$ cat src/rtl/sap1_pkg.sv
// Shared SAP-1 definitions: opcodes, T-state encoding, opcode classes and the
// control-word layout used by the sequencer, its decoder and the top level.
package sap1_pkg;

  localparam logic [3:0] OP_LDA = 4'b0000;
  localparam logic [3:0] OP_ADD = 4'b0001;
  localparam logic [3:0] OP_SUB = 4'b0010;
  localparam logic [3:0] OP_OUT = 4'b1110;
  localparam logic [3:0] OP_HLT = 4'b1111;

  typedef enum logic [2:0] {
    T1 = 3'd1,
    T2 = 3'd2,
    T3 = 3'd3,
    T4 = 3'd4,
    T5 = 3'd5,
    T6 = 3'd6
  } t_state_e;

  typedef enum logic [2:0] {
    OPC_NOP,
    OPC_LDA,
    OPC_ADD,
    OPC_SUB,
    OPC_OUT,
    OPC_HLT
  } op_class_e;

  localparam int unsigned CW_WIDTH    = 12;
  localparam int unsigned CW_PC_INC   = 11;
  localparam int unsigned CW_PC_OUT   = 10;
  localparam int unsigned CW_MAR_LOAD = 9;
  localparam int unsigned CW_RAM_OUT  = 8;
  localparam int unsigned CW_IR_LOAD  = 7;
  localparam int unsigned CW_IR_OUT   = 6;
  localparam int unsigned CW_A_LOAD   = 5;
  localparam int unsigned CW_A_OUT    = 4;
  localparam int unsigned CW_ALU_OUT  = 3;
  localparam int unsigned CW_ALU_SUB  = 2;
  localparam int unsigned CW_B_LOAD   = 1;
  localparam int unsigned CW_OUT_LOAD = 0;

  // Field order mirrors the CW_* bit indices above.
  typedef struct packed {
    logic pc_inc;
    logic pc_out;
    logic mar_load;
    logic ram_out;
    logic ir_load;
    logic ir_out;
    logic a_load;
    logic a_out;
    logic alu_out;
    logic alu_sub;
    logic b_load;
    logic out_load;
  } ctrl_word_t;

endpackage

$ cat src/rtl/sap1_control_sequencer_if.sv
// Control-sequencer signal bundle: clock qualifier and opcode in, T-state,
// control lines and halt status out.
interface sap1_control_sequencer_if #(
  parameter int unsigned OPCODE_WIDTH = 4
);
  logic                    mclk_en;
  logic [OPCODE_WIDTH-1:0] i_opcode;
  logic [2:0]              o_t_state;
  logic                    o_pc_inc;
  logic                    o_pc_out;
  logic                    o_mar_load;
  logic                    o_ram_out;
  logic                    o_ir_load;
  logic                    o_ir_out;
  logic                    o_a_load;
  logic                    o_a_out;
  logic                    o_alu_out;
  logic                    o_alu_sub;
  logic                    o_b_load;
  logic                    o_out_load;
  logic                    o_halted;

  modport master (
    output mclk_en, i_opcode,
    input  o_t_state, o_pc_inc, o_pc_out, o_mar_load, o_ram_out, o_ir_load,
           o_ir_out, o_a_load, o_a_out, o_alu_out, o_alu_sub, o_b_load,
           o_out_load, o_halted
  );

  modport slave (
    input  mclk_en, i_opcode,
    output o_t_state, o_pc_inc, o_pc_out, o_mar_load, o_ram_out, o_ir_load,
           o_ir_out, o_a_load, o_a_out, o_alu_out, o_alu_sub, o_b_load,
           o_out_load, o_halted
  );
endinterface

$ cat src/rtl/sap1_microcode_decode.sv
// Purely combinational microcode ROM: (T-state, opcode) -> control word, plus
// the opcode class the sequencer uses for its early-end decisions.
module sap1_microcode_decode
  import sap1_pkg::*;
#(
  parameter int unsigned OPCODE_WIDTH = 4
) (
  input  t_state_e                t_state,
  input  logic [OPCODE_WIDTH-1:0] opcode,
  output op_class_e               op_class,
  output ctrl_word_t              cw
);

  logic [CW_WIDTH-1:0] bits;

  always_comb begin
    op_class = OPC_NOP;
    if (opcode == OPCODE_WIDTH'(OP_LDA))      op_class = OPC_LDA;
    else if (opcode == OPCODE_WIDTH'(OP_ADD)) op_class = OPC_ADD;
    else if (opcode == OPCODE_WIDTH'(OP_SUB)) op_class = OPC_SUB;
    else if (opcode == OPCODE_WIDTH'(OP_OUT)) op_class = OPC_OUT;
    else if (opcode == OPCODE_WIDTH'(OP_HLT)) op_class = OPC_HLT;
  end

  always_comb begin
    bits = '0;
    case (t_state)
      T1: begin
        bits[CW_PC_OUT]   = 1'b1;
        bits[CW_MAR_LOAD] = 1'b1;
      end
      T2: bits[CW_PC_INC] = 1'b1;
      T3: begin
        bits[CW_RAM_OUT] = 1'b1;
        bits[CW_IR_LOAD] = 1'b1;
      end
      T4: begin
        case (op_class)
          OPC_LDA, OPC_ADD, OPC_SUB: begin
            bits[CW_IR_OUT]   = 1'b1;
            bits[CW_MAR_LOAD] = 1'b1;
          end
          OPC_OUT: begin
            bits[CW_A_OUT]    = 1'b1;
            bits[CW_OUT_LOAD] = 1'b1;
          end
          default: ;
        endcase
      end
      T5: begin
        case (op_class)
          OPC_LDA: begin
            bits[CW_RAM_OUT] = 1'b1;
            bits[CW_A_LOAD]  = 1'b1;
          end
          OPC_ADD: begin
            bits[CW_RAM_OUT] = 1'b1;
            bits[CW_B_LOAD]  = 1'b1;
          end
          // Subtract is selected a step early so the ALU settles before T6.
          OPC_SUB: begin
            bits[CW_RAM_OUT] = 1'b1;
            bits[CW_B_LOAD]  = 1'b1;
            bits[CW_ALU_SUB] = 1'b1;
          end
          default: ;
        endcase
      end
      T6: begin
        case (op_class)
          OPC_ADD: begin
            bits[CW_ALU_OUT] = 1'b1;
            bits[CW_A_LOAD]  = 1'b1;
          end
          OPC_SUB: begin
            bits[CW_ALU_OUT] = 1'b1;
            bits[CW_A_LOAD]  = 1'b1;
            bits[CW_ALU_SUB] = 1'b1;
          end
          default: ;
        endcase
      end
      default: ;
    endcase
  end

  assign cw = ctrl_word_t'(bits);

endmodule

$ cat src/rtl/sap1_control_sequencer.sv
// SAP-1 control sequencer: six-step T-state ring with halt flop and optional
// early return to T1; control lines are decoded from the current step.
module sap1_control_sequencer
  import sap1_pkg::*;
#(
  parameter int unsigned OPCODE_WIDTH = 4,
  parameter bit          EARLY_END    = 1'b1
) (
  input  logic                     mclk,
  input  logic                     rst_n,
  sap1_control_sequencer_if.slave  bus
);

  t_state_e   t_state;
  t_state_e   t_next;
  logic       halted;
  op_class_e  op_class;
  ctrl_word_t cw_dec;
  ctrl_word_t cw_out;

  sap1_microcode_decode #(
    .OPCODE_WIDTH(OPCODE_WIDTH)
  ) u_decode (
    .t_state  (t_state),
    .opcode   (bus.i_opcode),
    .op_class (op_class),
    .cw       (cw_dec)
  );

  // The NOP skip is resolved at T4, not T3: at T3 the IR still holds the
  // previous instruction, so the new opcode is only trustworthy from T4 on.
  always_comb begin
    t_next = T1;
    case (t_state)
      T1: t_next = T2;
      T2: t_next = T3;
      T3: t_next = T4;
      T4: t_next = (EARLY_END && (op_class == OPC_OUT || op_class == OPC_NOP))
                   ? T1 : T5;
      T5: t_next = (EARLY_END && op_class == OPC_LDA) ? T1 : T6;
      T6: t_next = T1;
      default: t_next = T1;
    endcase
  end

  always_ff @(posedge mclk or negedge rst_n) begin
    if (!rst_n) begin
      t_state <= T1;
      halted  <= 1'b0;
    end else if (bus.mclk_en && !halted) begin
      if (t_state == T4 && op_class == OPC_HLT) begin
        halted <= 1'b1;
      end else begin
        t_state <= t_next;
      end
    end
  end

  assign cw_out = (halted || !rst_n) ? '0 : cw_dec;

  assign bus.o_t_state  = t_state;
  assign bus.o_halted   = halted;
  assign bus.o_pc_inc   = cw_out.pc_inc;
  assign bus.o_pc_out   = cw_out.pc_out;
  assign bus.o_mar_load = cw_out.mar_load;
  assign bus.o_ram_out  = cw_out.ram_out;
  assign bus.o_ir_load  = cw_out.ir_load;
  assign bus.o_ir_out   = cw_out.ir_out;
  assign bus.o_a_load   = cw_out.a_load;
  assign bus.o_a_out    = cw_out.a_out;
  assign bus.o_alu_out  = cw_out.alu_out;
  assign bus.o_alu_sub  = cw_out.alu_sub;
  assign bus.o_b_load   = cw_out.b_load;
  assign bus.o_out_load = cw_out.out_load;

endmodule

$ cat src/flat_wrapper.sv
// flat-port wrapper written by rule: the top's interface ports become plain ports
module sap1_control_sequencer_flat import sap1_pkg::*;
#(
  parameter int unsigned OPCODE_WIDTH = 4,
  parameter bit          EARLY_END    = 1'b1
)
  (mclk, rst_n, bus_mclk_en, bus_i_opcode, bus_o_t_state, bus_o_pc_inc, bus_o_pc_out, bus_o_mar_load, bus_o_ram_out, bus_o_ir_load, bus_o_ir_out, bus_o_a_load, bus_o_a_out, bus_o_alu_out, bus_o_alu_sub, bus_o_b_load, bus_o_out_load, bus_o_halted);
  sap1_control_sequencer_if #(.OPCODE_WIDTH(OPCODE_WIDTH)) bus_i ();
  input  logic mclk;
  input  logic rst_n;
  input wire logic [$bits(bus_i.mclk_en)-1:0] bus_mclk_en;
  input wire logic [$bits(bus_i.i_opcode)-1:0] bus_i_opcode;
  output wire logic [$bits(bus_i.o_t_state)-1:0] bus_o_t_state;
  output wire logic [$bits(bus_i.o_pc_inc)-1:0] bus_o_pc_inc;
  output wire logic [$bits(bus_i.o_pc_out)-1:0] bus_o_pc_out;
  output wire logic [$bits(bus_i.o_mar_load)-1:0] bus_o_mar_load;
  output wire logic [$bits(bus_i.o_ram_out)-1:0] bus_o_ram_out;
  output wire logic [$bits(bus_i.o_ir_load)-1:0] bus_o_ir_load;
  output wire logic [$bits(bus_i.o_ir_out)-1:0] bus_o_ir_out;
  output wire logic [$bits(bus_i.o_a_load)-1:0] bus_o_a_load;
  output wire logic [$bits(bus_i.o_a_out)-1:0] bus_o_a_out;
  output wire logic [$bits(bus_i.o_alu_out)-1:0] bus_o_alu_out;
  output wire logic [$bits(bus_i.o_alu_sub)-1:0] bus_o_alu_sub;
  output wire logic [$bits(bus_i.o_b_load)-1:0] bus_o_b_load;
  output wire logic [$bits(bus_i.o_out_load)-1:0] bus_o_out_load;
  output wire logic [$bits(bus_i.o_halted)-1:0] bus_o_halted;
  assign bus_i.mclk_en = bus_mclk_en;
  assign bus_i.i_opcode = bus_i_opcode;
  assign bus_o_t_state = bus_i.o_t_state;
  assign bus_o_pc_inc = bus_i.o_pc_inc;
  assign bus_o_pc_out = bus_i.o_pc_out;
  assign bus_o_mar_load = bus_i.o_mar_load;
  assign bus_o_ram_out = bus_i.o_ram_out;
  assign bus_o_ir_load = bus_i.o_ir_load;
  assign bus_o_ir_out = bus_i.o_ir_out;
  assign bus_o_a_load = bus_i.o_a_load;
  assign bus_o_a_out = bus_i.o_a_out;
  assign bus_o_alu_out = bus_i.o_alu_out;
  assign bus_o_alu_sub = bus_i.o_alu_sub;
  assign bus_o_b_load = bus_i.o_b_load;
  assign bus_o_out_load = bus_i.o_out_load;
  assign bus_o_halted = bus_i.o_halted;
  sap1_control_sequencer #(.OPCODE_WIDTH(OPCODE_WIDTH), .EARLY_END(EARLY_END)) u_core (.mclk(mclk), .rst_n(rst_n), .bus(bus_i));
endmodule
$ cat config.mk
export PLATFORM = sky130hd
export DESIGN_NAME = sap1_control_sequencer_flat
export DESIGN_NICKNAME = d
export VERILOG_FILES = /design/src/rtl/sap1_pkg.sv /design/src/rtl/sap1_control_sequencer_if.sv /design/src/rtl/sap1_microcode_decode.sv /design/src/rtl/sap1_control_sequencer.sv /design/src/flat_wrapper.sv
export SDC_FILE = /design/constraint.sdc
export NUM_CORES = 1
export LEC_CHECK = 0
export BUFFER_PORTS_ARGS = -buffer_cell sky130_fd_sc_hd__buf_2
export CAP_MARGIN = 20
export CORE_AREA = 2 2 39 41
export CTS_CLUSTER_DIAMETER = 60
export DETAILED_ROUTE_END_ITERATION = 7
export DIE_AREA = 0 0 41 43
export HOLD_SLACK_MARGIN = 0.08
export PLACE_DENSITY = 0.68
export SLEW_MARGIN = 15
export SYNTH_ARGS = -nofsm -noshare
export SYNTH_HDL_FRONTEND = slang
export SYNTH_SLANG_ARGS = --single-unit
$ cat constraint.sdc
create_clock -name mclk -period 1.4 [get_ports mclk]
set_clock_uncertainty 0.05 [all_clocks]
set_input_delay 0.14 -clock mclk [delete_from_list [all_inputs] [get_ports mclk]]
set_output_delay 0.14 -clock mclk [all_outputs]
set_load 0.02 [all_outputs]
Yosys cells after proc, flatten, opt, wreduce, memory -nomap -nowiden --
Cells that the tools add are included.
Storage, ports and cells: register bits 4, input bits 7, output and inout bits 16, logic and storage cells 56
Operators by class: eq/ne operators 15, multiplexer cells 25, bitwise gates (word level) 1, reduce and logical (&&, ||, !) cells 13
Operator list (count):
- two-way mux 3 bit | 7
- == test 3 bit (second input constant) | 5
- one-hot mux 3 bit (5 select lines) | 1
- two-way mux 1 bit | 13
- == test 3 x 2 -> 1 bit (second input constant) | 4
- two-way mux 12 bit | 1
- == test 4 bit (second input constant) | 2
- == test 3 x 1 -> 1 bit (second input constant) | 2
- one-hot mux 1 bit (2 select lines) | 3
- == test 4 x 1 -> 1 bit (second input constant) | 1
- == test 4 x 2 -> 1 bit (second input constant) | 1
- zero test 4 bit | 1
- AND reduction 2 bit | 2
- OR reduction 2 bit | 2
- zero test 3 bit | 1
- OR reduction 3 bit | 1
- logical AND 1 bit | 2
- zero test 1 bit | 2
- logical OR 1 bit | 2
- NOT 1 bit | 1

Longest topological paths before layout --
Gate-level depths: netlist of run 1.
depth in word-level cells 11, depth in mapped cells 4, gate-level depth less buffers 3

By module --
A second synthesis of run 1 with hierarchy kept.
Second synthesis, totals: cells, all modules 75, area, all modules 541.8 µm²
By module, submodules not included:
- sap1_control_sequencer | instances 1, cells an instance 40, area each 321.6 µm², seq. area each 101.3 µm²
- sap1_microcode_decode | instances 1, cells an instance 35, area each 220.2 µm², seq. area each 0.0 µm²

Worst setup path after synthesis of run 1 --
OpenSTA, ideal clock, no wires.
path type reg-to-output, start reg u_core.t_state[2], in the netlist u_core.bus.o_t_state[2], end out bus_o_out_load, arrival time 1871 ps, setup slack -661 ps, cell stages (with the launch flop) 5, buffers on the path 2, path through dfrtp_1 clkbuf_1 nand4b_1 nor4_1 buf_4
Between the ends: cells in the longest elaborated chain, start to end 3
Ends and longest elaborated chain:
- start, declared | line sap1_control_sequencer.sv:14 | t_state_e t_state;
- start signal, assigned | line sap1_control_sequencer.sv:54 | t_state <= t_next;
- == test 3 bit | line sap1_microcode_decode.sv:27 | case (t_state)
- two-way mux 1 bit | line sap1_microcode_decode.sv:27
- two-way mux 12 bit | line sap1_control_sequencer.sv:59 | assign cw_out = (halted || !rst_n) ? '0 : cw_dec;
- end, declared | line flat_wrapper.sv:25 | output wire logic [$bits(bus_i.o_out_load)-1:0] bus_o_out_load;
No other way between the ends.

Final worst setup path of run 1 --
start reg u_core.t_state[0], in the netlist u_core.bus.o_t_state[0], end out bus_o_a_load
Between the ends: cells in the longest elaborated chain, start to end 3, elaborated cells on any way between the ends 4
Ends and longest elaborated chain:
- == test 3 bit | line sap1_microcode_decode.sv:27
- one-hot mux 1 bit (2 select lines) * | line sap1_microcode_decode.sv:27
- two-way mux 12 bit * | line sap1_control_sequencer.sv:59
- end, declared | line flat_wrapper.sv:20 | output wire logic [$bits(bus_i.o_a_load)-1:0] bus_o_a_load;
Mark *: on every way between the ends. The rest lies on a longest branch, timed or not.

==> results of run 1 <==
-- area by class of cell --
type                       count  area share [%]
multi-input combinational     49            46.8
timing repair buffer          37            33.1
sequential                     4            13.2
clock buffer                   4            3.34
tap                           16            2.55
inverter                       2           0.955
-- flip-flops by register name, summed over array words and instances, names as in the netlist --
name and flops:
u_core.bus.o_halted 1, u_core.bus.o_t_state 3
-- critical path, stage by stage, from the launching register on --
cell	delay (ns)
dfstp_2	0.52
or3b_4	0.37
a21oi_2	0.12
o21ba_2	0.14
buf_6	0.11
-- cell usage in the layout (no fill, tap or decap), types with 2 or more instances in the layout --
| master | netlist | final |
|---|---|---|
| dfrtp_2 | 0 | 2 |
| nor2_1 | 8 | 7 |
| buf_4 | 1 | 19 |
| nand2b_4 | 0 | 2 |
| nand2b_1 | 4 | 2 |
| nand3_1 | 3 | 3 |
| buf_2 | 2 | 14 |
| buf_6 | 1 | 2 |
| nand3b_1 | 2 | 2 |
| nor3_2 | 0 | 2 |
| a211oi_2 | 1 | 2 |
| o211ai_1 | 2 | 2 |
| clkbuf_4 | 0 | 3 |
| nand2_1 | 4 | 3 |
-- timing repair --
item,CTS,global route
setup buffers,3,2
resized for setup,16,8
pin swaps,1,1
hold buffers,1,0
endpoints found under the hold margin,4,0
setup endpoints to repair,12,14
-- power groups by stage --
stage	Combinational [mW]	Sequential [mW]	Clock, mW
3_3_place_gp	0.748	0.243	0
2_1_floorplan	0.479	0.283	0
6_report	0.977	0.252	0.159
5_1_grt	1.06	0.263	0.180
3_5_place_dp	0.758	0.246	0
4_1_cts	0.920	0.245	0.164
-- per-stage QoR --
step	worst slack, ns	std cells	utilization, %	area (um^2)	TNS (ns)
after floorplan	-0.250	60	-	487	-0.625
after global placement	-0.0297	102	46.4	642	-0.0297
after detailed placement	-0.0489	102	46.4	642	-0.0520
after CTS	-0.274	110	54.3	752	-1.95
after global routing	-0.332	112	56.8	786	-2.67
final	-0.279	112	56.8	786	-1.76
-- metal layers --
layer,wire [um],up-vias,track usage [%]
li1,-,291,-
met1,558,277,21.8
met2,780,22,30.0
met3,85,0,4.71
met4,0,0,4.00
met5,0,-,0
-- cells by family (layout without fill, tap and decap cells) --
family | Yosys count | after routing | share of synthesized area (%)
compound gates | 14 | 14 | 23.0
xor+xnor | 1 | 1 | 1.97
buf+inv | 7 | 43 | 8.99
flops | 4 | 4 | 22.8
mux | 1 | 1 | 2.25
simple gates | 33 | 33 | 41.0
-- how the worst min path moves through the flow --
stage,from,end,slack [ns]
2_1_floorplan,rst_n,u_core.bus.o_halted,-0.21
3_3_place_gp,rst_n,u_core.bus.o_halted,0.0008
3_5_place_dp,rst_n,u_core.bus.o_t_state[2],0.006
4_1_cts,bus_mclk_en,u_core.bus.o_halted,0.12
5_1_grt,bus_mclk_en,u_core.bus.o_halted,0.12
6_report,bus_mclk_en,u_core.bus.o_halted,0.11
==> run metrics, run 1 <==
Seq pwr share=18.1%; clock network power share=11.5%; status=finished, violations left; layout cell share with drive strength beyond 1=59.4%; Static Leak=0.361 nW; setup repair after global routing missed its margin=yes; pin count of the biggest net entering global routing=12; vias in the first global route=530; Core Area=0.00138 mm^2; Power Dens Cells=1770 mW/mm^2; synth top area cells=dfrtp_1 17%, nor2_1 6.7%, dfstp_2 5.9%, nand2b_1 5.6%, nand3_1 3.4%; VDD IR max=1150 uV; clk buf depth=2; count of final setup violators=11; CP Capture Type=primary output; Comb pwr share=70.4%; global-route wire length before repair=2180 um; Clock Sinks=4; Post-Syn Area per Cell=7.42 um^2; final-stage net count=104; R2R setup slack=0.05 ns; final WL=1430 um; shortest period the worst path allows=1.68 ns; Slew HR=79.8%; length of the first detailed-routing pass in iterations=4; Setup crit end=bus_o_a_load; Worst Hold Class=input pin to flop; TritonCTS clock tree=built; #FFs+latches synth=4; register area=104 um^2; GRT Total Usage=17.9%; vias per inst=5.27; Worst Setup SP=u_core.bus.o_t_state[0]; DRT iter0 DRCs=16; Final HPWL DP=1000 um; Critical Path RT=1.21 ns; die area=0.00176 mm^2; Routed WL per cell=12.7 um; multi-input logic area=368 um^2; Syn. warnings=0; routability cong.=0.862; Tot Pwr=1.39 mW; largest fanout on the critical path=2; Final Hold Viols=0; diode count=0; hold path depth=2; Max Cap Viol=0; post-synthesis sequential area ratio=22.8%; via count=590; failing checks=negative setup slack; P_sw=0.635 mW; Die Height=43 um; Die W=41 um; Clk Tree Root Cell=clkbuf_4; cell count after synthesis=60; critical path class=flop to primary output; FFs w/ async S/R, synth=100%; Main synth FF type=dfrtp_1; post-synth top area cell=dfrtp_1; initial antenna violation count=0; Synth Net Count=67; Clock Latency Late Sink=0.24 ns; Post-synth EDFFs=0; initial core utilization=32.2%; setup slack after layout=-0.279 ns; period utilisation layout=120%; sw frac=45.7%; Routed Antenna Nets=0; FF-to-FF End=u_core.bus.o_halted; num rows=14; slew of the pin with the lowest slew margin=0.300 ns; Max Clk Rate=596 MHz; Remaining Overflow, GRT=0; # IOs=23; # DRC=0; Fin Hold WS=0.114 ns; Data arrival, critical path=1.49 ns; P&R area growth vs syn=76.4%; Fillers=130; CTS H-tree depth=1; Synth Cell Area=445 um^2; CP startpoint kind=flop; fin. max-slew vios=0; top-count cell post-synth=nor2_1; origin of the critical flop-to-flop path=u_core.bus.o_t_state[1]; commonest cells in the netlist=8 x nor2_1, 4 x nand2_1, 4 x nand2b_1; R2R cell count=5; Num CTS Buffers=3; synth unique cells=32; clock slew at reported path FFs=0.04 ns; Internal Power=0.754 mW; Synth top area share=16.9%; PortBufs=22
(Power assumes the default switching activity.)
==> inputs of run 2 (changes only) <==
- ABC_AREA: not set -> 1
- clock period: 1.4 -> 2 ns (I/O delays scaled with it)
==> run metrics, run 2 <==
Final Non-Filler Cells=107; FFs w/ async S/R, synth=100%; Clk Tree Root Cell=clkbuf_4; commonest cells in the netlist=14 x nand2_1, 9 x nand3_1, 7 x nor2_1; Die W=41 um; Data arrival, critical path=1.60 ns; Worst Path Buf+Inv=5; period utilisation layout=92.5%; Worst Hold Class=input pin to flop; setup slack after layout=0.149 ns; vias per inst=4.77; #FFs+latches synth=4; die area=0.00176 mm^2; setup repair after global routing missed its margin=no; Largest register FFs=3; post-placement cell count=102; Max Clk Rate=540 MHz; Top delay family on crit path=buffers and inverters; clock slew at reported path FFs=0.04 ns; num rows=14; Core Area=0.00138 mm^2; Fillers=148; Remaining Overflow, GRT=0; origin of the critical flop-to-flop path=u_core.bus.o_t_state[0]; Slew HR=84.1%; CP cell instances=dlygate4sd3_1 > buf_4 > inv_1 > nor2_4 > nand2_1 > nor3b_2 > o21ai_1 > inv_1 > buf_2; Max Cap Viol=0; Post-Syn Area per Cell=6.65 um^2; Main synth FF type=dfrtp_1; R2R setup slack=0.72 ns; vias in the first global route=422; fin. max-slew vios=0; critical path's slowest cell=dlygate4sd3_1; synth unique cells=22; Fin Hold WS=0.182 ns; Die Height=43 um; CP peak stage delay=0.52 ns; DRT iter0 DRCs=5; diode count=0; Post-synth EDFFs=0; Clock Sinks=4; status=complete, no violations; Power Dens Cells=1230 mW/mm^2; path length in cells of the critical path=9; post-synth top area cell=dfrtp_1; Num CTS Buffers=3; post-synthesis sequential area ratio=23.1%; hold path depth=3; Synth top area share=17.1%; via count=510; setup repair bufs after CTS=0; Static Leak=0.342 nW; clk buf depth=2; TritonCTS clock tree=built; most common cell after layout, fill and taps aside=buf_2; Synth Net Count=73; initial core utilization=31.7%; Critical Path RT=1.75 ns; FF-to-FF End=u_core.bus.o_t_state[2]; # DRC=0; shortest period the worst path allows=1.85 ns; CTS H-tree depth=1; length of the first detailed-routing pass in iterations=3; Routed Antenna Nets=0; Clock Latency Late Sink=0.24 ns; global-route wire length before repair=1630 um; PortBufs=22; Synth Cell Area=439 um^2; CP Capture Type=primary output; Placed Instance Area=554 um^2; Final HPWL DP=854 um; Final Hold Viols=0; Syn. warnings=0; layout cell share with drive strength beyond 1=48.4%; final WL=1030 um; pin count of the biggest net entering global routing=10; CP startpoint kind=input pin; Setup TNS Final=0 ns; Routed WL per cell=9.64 um; Placement Setup Slack=0.464 ns; highest-count cells in the layout ignoring fill and taps=21 x buf_2, 14 x nand2_1, 9 x nand3_1; # IOs=23; P&R area growth vs syn=38.7%; critical path class=input pin to primary output; slew of the pin with the lowest slew margin=0.238 ns; VDD IR max=716 uV; routability cong.=0.794; R2R cell count=6; synth top area cells=dfrtp_1 17%, nand2_1 12%, nand3_1 10%, nand2_4 7.7%, dfstp_2 6.0%; top-count cell post-synth=nand2_1; initial antenna violation count=0; Final Cell Area=609 um^2; count of final setup violators=0; final-stage net count=99; sink of the worst hold path=u_core.bus.o_halted; cell count after synthesis=66; most used cell, CP=inv_1; GRT Total Usage=13.9%; largest fanout on the critical path=5; HP Start=bus_mclk_en
run 2: cells by family after synthesis:
family                 Yosys count  synth area share, %
buffers and inverters           12                 12.0
AOI/OAI and AO/OA                6                 8.55
and+or+nand+nor                 44                 56.4
DFF                              4                 23.1
run 2: area by class of cell:
type	instances	area, um^2	share of cell area, %
clock buffer	4	26.3	4.31
tap	16	20.0	3.29
timing repair buffer	23	123	20.1
multi-input combinational	50	302	49.5
inverter	10	37.5	6.16
sequential	4	101	16.6
run 2: how the worst max path moves through the flow:
stage                                  from        endpoint  slack, ns
global placement    u_core.bus.o_t_state[0]    bus_o_a_load       0.52
floorplan           u_core.bus.o_t_state[1]  bus_o_out_load       0.27
global route                          rst_n   bus_o_alu_sub       0.04
CTS                                   rst_n   bus_o_alu_sub       0.04
finish                                rst_n   bus_o_alu_sub       0.15
detailed placement  u_core.bus.o_t_state[0]    bus_o_a_load       0.46
run 2: where the power goes:
part / leakage (nW) / switching (mW) / internal [mW]
registers: 0.0500 / 0.0739 / 0.127
logic: 0.277 / 0.287 / 0.148
clock network: 0.0150 / 0.0371 / 0.0751
total: 0.342 / 0.398 / 0.350
run 2: what timing repair did:
item | CTS | global route
gates resized for setup | 0 | 4
setup endpoints to repair | 0 | 2
hold endpoints to repair | 4 | 0
hold buffers | 1 | 0
run 2: worst reg2reg max path: stages (launching register included):
cell,delay [ns]
dfstp_2,0.63
inv_2,0.08
nor2_4,0.14
nand2_1,0.09
nand3_1,0.10
nand3_1,0.07
nand2_1,0.06
run 2: stage by stage:
step	utilization, %	power (mW)
after floorplan	-	0.522
after global placement	40.1	0.619
after detailed placement	40.1	0.625
after CTS	42.7	0.748
after global routing	44.0	0.812
final	44.0	0.748
run 2: routing by layer:
metal	vias to the layer above	share of wire (%)	global-route usage (%)
met5	-	0	0
met4	0	1.4	10.0
met3	2	7.0	4.19
met2	17	47	18.4
met1	229	44	18.4
li1	262	-	-
